==> src/rtl/ram_burst_ctrl.sv <==
// Burst initiator for the ram_double macro: takes write/read burst commands,
// streams write words into the RAM and returns read words two edges after issue.
module ram_burst_ctrl #(
   parameter int WIDTH  = 8,
   parameter int DEPTH  = 8,
   parameter int NUMBER = 3
) (
   input  logic              clk,
   input  logic              reset,
   input  logic              cmd_valid,
   output logic              cmd_ready,
   input  logic              cmd_rd,
   input  logic [NUMBER-1:0] cmd_addr,
   input  logic [NUMBER-1:0] cmd_len,
   input  logic              wr_valid,
   output logic              wr_ready,
   input  logic [WIDTH-1:0]  wr_data,
   output logic              rd_valid,
   output logic [WIDTH-1:0]  rd_data,
   output logic              done,
   output logic              ram_cs_n,
   output logic              ram_we_n,
   output logic [NUMBER-1:0] ram_addr_w,
   output logic [NUMBER-1:0] ram_addr_r,
   output logic [WIDTH-1:0]  ram_data_in,
   input  logic [WIDTH-1:0]  ram_data_out
);

   // state | meaning
   // IDLE  | cmd_ready high, waiting for a command
   // WRITE | wr_ready high, one RAM write per accepted word
   // READ  | one RAM read issued per cycle
   // DRAIN | RAM deselected, waiting for last write / pending reads
   typedef enum logic [1:0] {IDLE, WRITE, READ, DRAIN} state_t;

   state_t            state;
   logic [NUMBER-1:0] cur;
   logic [NUMBER-1:0] rem;
   logic [1:0]        pend;

   function automatic logic [NUMBER-1:0] next_addr(input logic [NUMBER-1:0] a);
      return (a == NUMBER'(DEPTH - 1)) ? '0 : a + NUMBER'(1);
   endfunction

   always_ff @(posedge clk or posedge reset) begin
      if (reset) begin
         state       <= IDLE;
         cur         <= '0;
         rem         <= '0;
         pend        <= '0;
         cmd_ready   <= 1'b1;
         wr_ready    <= 1'b0;
         rd_valid    <= 1'b0;
         rd_data     <= '0;
         done        <= 1'b0;
         ram_cs_n    <= 1'b1;
         ram_we_n    <= 1'b1;
         ram_addr_w  <= '0;
         ram_addr_r  <= '0;
         ram_data_in <= '0;
      end else begin
         done     <= 1'b0;
         // pend[1] marks a read whose data is on ram_data_out this cycle
         pend     <= {pend[0], state == READ};
         rd_valid <= pend[1];
         if (pend[1]) begin
            rd_data <= ram_data_out;
         end

         case (state)
            IDLE: begin
               ram_cs_n <= 1'b1;
               ram_we_n <= 1'b1;
               if (cmd_valid && cmd_ready) begin
                  cur       <= cmd_addr;
                  rem       <= cmd_len;
                  cmd_ready <= 1'b0;
                  if (cmd_rd) begin
                     state <= READ;
                  end else begin
                     state    <= WRITE;
                     wr_ready <= 1'b1;
                  end
               end
            end

            WRITE: begin
               if (wr_valid && wr_ready) begin
                  ram_cs_n    <= 1'b0;
                  ram_we_n    <= 1'b0;
                  ram_addr_w  <= cur;
                  ram_data_in <= wr_data;
                  cur         <= next_addr(cur);
                  rem         <= rem - NUMBER'(1);
                  if (rem == '0) begin
                     state    <= DRAIN;
                     wr_ready <= 1'b0;
                  end
               end else begin
                  ram_cs_n <= 1'b1;
                  ram_we_n <= 1'b1;
               end
            end

            READ: begin
               ram_cs_n   <= 1'b0;
               ram_we_n   <= 1'b1;
               ram_addr_r <= cur;
               cur        <= next_addr(cur);
               rem        <= rem - NUMBER'(1);
               if (rem == '0) begin
                  state <= DRAIN;
               end
            end

            DRAIN: begin
               // The last write is on the RAM pins during the first DRAIN cycle,
               // so only outstanding reads can hold completion back.
               ram_cs_n <= 1'b1;
               ram_we_n <= 1'b1;
               if (pend == 2'b00) begin
                  done      <= 1'b1;
                  cmd_ready <= 1'b1;
                  state     <= IDLE;
               end
            end

            default: state <= IDLE;
         endcase
      end
   end

endmodule
==> config.mk <==
export PLATFORM = sky130hd
export DESIGN_NAME = ram_burst_ctrl
export DESIGN_NICKNAME = d
export VERILOG_FILES = /design/src/rtl/ram_burst_ctrl.sv
export SDC_FILE = /design/constraint.sdc
export NUM_CORES = 1
export LEC_CHECK = 0
export CAP_MARGIN = 10
export CORE_UTILIZATION = 46
export CTS_CLUSTER_SIZE = 12
export DETAILED_ROUTE_END_ITERATION = 10
export GPL_TIMING_DRIVEN = 0
export PLACE_DENSITY = 0.88
export REMOVE_ABC_BUFFERS = 1
export SYNTH_ARGS = -nofsm -noshare
export SYNTH_HDL_FRONTEND = slang
export SYNTH_SLANG_ARGS = --single-unit
==> constraint.sdc <==
create_clock -name clk -period 2.3 [get_ports clk]
set_input_delay 0.23 -clock clk [delete_from_list [all_inputs] [get_ports clk]]
set_output_delay 0.23 -clock clk [all_outputs]
set_load 0.005 [all_outputs]
==> results.yml <==
floorplan:
  die_h_um: 63.6
  io_pins: 55
  die_w_um: 63.6
  start_util_pct: 47.7
  core_area_mm2: 0.00366
  dieArea_mm2: 0.00405
  rows: 22
sta:
  fmax_mhz: 520
  tns_ns: 0
  finalWorstSetupSlack_ns: 0.376
  maxSlewViolCount: 0
  rsz0062_at_grt: "no"
  tightest_slew_ns: 0.739
  slew_headroom_pct: 50.7
  fin_skew_ns: 0.00558
  period_needed_ns: 1.92
  setup_violations: 0
  hold_violations: 0
  finalCritPeriodShare_pct: 83.6
  hold_slack_ns: 0.375
cells_and_area:
  final_cell_area_mm2: 0.00245
  areaGrowthSynthToFinish_pct: 40.3
  final_common_cell: "clkdlybuf4s50_1"
  instances_no_fill: 234
  mostFrequentLayoutCells: "54 x clkdlybuf4s50_1, 35 x dfrtp_1, 25 x mux2_2"
  drive_above_1_share_pct: 23.1
  fin_util_pct: 67.0
  nNetsFinal: 223
  num_antenna_cells: 0
detailed_routing:
  wl_per_cell_um: 14.2
  dr.pass1.iters: 4
  routed_via_density: 4.95
  drc: 0
  drt_iter0_drc: 14
  drt-total-wl_mm: 3.33
  ant_nets: 0
  routed-via-count: 1159
global_routing:
  overflow: 0
  grt_max_degree: 22
  grt_pass1_vias: 1248
  antenna_found_initial: 0
  grt_pass1_wl_mm: 5.41
  gr-usage-all-layers_pct: 17.8
yosys:
  ys_types: 26
  yosys_warnings: 0
  yosysSeqAreaShare_pct: 54.6
  synth-seq-cells: 38
  synth_area_mm2: 0.00175
  syn_avg_cell_area_um2: 13.9
  synthCells: 126
setup_path:
  cp_top_family: "multiplexers"
  cp_slowest_stage_delay_ns: 0.62
  critPathBufInv: 1
  cp-start-kind: "register"
  critPathArrivalTime_ns: 2.10
  path_class: "register to register"
  worstPathRequired_ns: 2.47
  path_cells: "inv_1 -> ha_1 -> mux2_2 -> mux2_4"
  cp_max_fo: 13
  critPathSlowestCell: "ha_1"
  critPathCaptureType: "register"
power:
  powerDensity_mw_per_mm2: 1440
  ir_worst_vdd_mv: 0.832
  finalPower_mw: 3.53
  leakagePower_nw: 1.07
outcome:
  status: "complete, no violations"
clocking:
  clkLatencyLatePin_ns: 0.29
  postCtsSetupBuffers: 0
  clockBufferDepth: 2
  cts_resized: 0
  root_buffer: "clkbuf_8"
  cts_sinks: 38
  ctsHtreeMaxLevel: 2
  hold_buffers: 0
  clkTransAtPathRegs_ns: 0.07
  tritoncts: "built"
  numCtsBuffers: 5
run:
  cap_violations: 0
placed_design:
  placed_cells: 226
  placed_cell_area_mm2: 0.00236
  port_buffers: 54
  dp_slack_ns: 0.392
  gp_congestion: 0.765
  hpwl_mm: 2.54
worst_hold_path:
  hold_path_class: "input port to asynchronous set/reset pin"
[cell usage after synthesis]
| cell | number | area [µm²] |
|---|---|---|
| dfrtp_1 | 35 | 876 |
| a21boi_2 | 2 | 22.5 |
| nand2_1 | 3 | 11.3 |
| nor3_4 | 1 | 16.3 |
| nand3_1 | 5 | 25.0 |
| o21a_1 | 1 | 7.51 |
| a2111oi_4 | 1 | 27.5 |
| mux2i_1 | 6 | 60.1 |
| buf_2 | 3 | 15.0 |
| nor2_1 | 1 | 3.75 |
| a2bb2oi_1 | 1 | 8.76 |
| nor2b_1 | 1 | 6.26 |
| inv_1 | 11 | 41.3 |
| o21ai_0 | 5 | 25.0 |
| nand2b_1 | 1 | 6.26 |
| o31ai_1 | 1 | 7.51 |
| nand3b_1 | 1 | 7.51 |
| a211o_1 | 1 | 8.76 |
| nor3_1 | 1 | 5.00 |
| mux2_2 | 25 | 282 |
| mux2_4 | 3 | 45.0 |
| a2111oi_0 | 1 | 8.76 |
| dfstp_2 | 3 | 78.8 |
| a21boi_0 | 1 | 7.51 |
| nor3b_1 | 1 | 7.51 |
| ha_1 | 11 | 138 |
[per-layer routing]
layer  vias to the layer above  share of wire [%]  wire [µm]  track usage [%]
met5                         -                  0          0                0
met2                        35                 54       1780             31.0
met1                       564                 40       1340             19.0
met4                         0                1.6         52             8.24
met3                         7                4.8        161             6.52
li1                        553                  -          -                -
[final timing paths]
| kind | start | to | slack, ns | cells past startpoint |
|---|---|---|---|---|
| min in group clk | pend[0] | pend[1] | 0.45 | 0 |
| max reg2reg | state[0] | cur[1] | 0.38 | 4 |
| min | reset | rem[1] | 0.38 | 2 |
| min reg2reg | pend[0] | pend[1] | 0.45 | 0 |
| max | state[0] | cur[1] | 0.38 | 4 |
| max in group asynchronous | reset | ram_cs_n | 1.30 | 3 |
[logic make-up after synthesis]
kind of cell	count (synthesis)	synth area share, %
multiplexers	34	22.1
AO/OA/AOI/OAI	14	7.09
buffers and inverters	14	3.22
adder cells (fa/ha/maj)	11	7.87
flip-flops	38	54.6
AND/OR/NAND/NOR	15	5.08
[registers in the layout, summed over array words and instances (netlist names), 2 cells and up]
name	count
ram_addr_w	3
rem	3
state	2
pend	2
cur	3
ram_data_in	8
ram_addr_r	3
rd_data	8
[final cells by class]
| cell class | instances | area (µm²) |
|---|---|---|
| fill | 268 | 1210 |
| sequential | 38 | 955 |
| multi-input combinational | 74 | 737 |
| timing repair buffer | 55 | 568 |
| clock buffer | 7 | 86.3 |
| tap | 48 | 60.1 |
| inverter | 11 | 41.3 |
| clock inverter | 1 | 5.00 |
[worst reg2reg max path, cell delays in order, from the launching register on]
cell     delay, ns
dfrtp_1       0.42
inv_1         0.12
ha_1          0.62
mux2_2        0.40
mux2_4        0.25
[report_power, final]
group | total, mW | switching, mW | internal (mW)
logic | 1.80 | 0.668 | 1.13
clock network | 0.460 | 0.219 | 0.242
registers | 1.27 | 0.240 | 1.03
No activity file was read; power rests on OpenSTA's default activity.
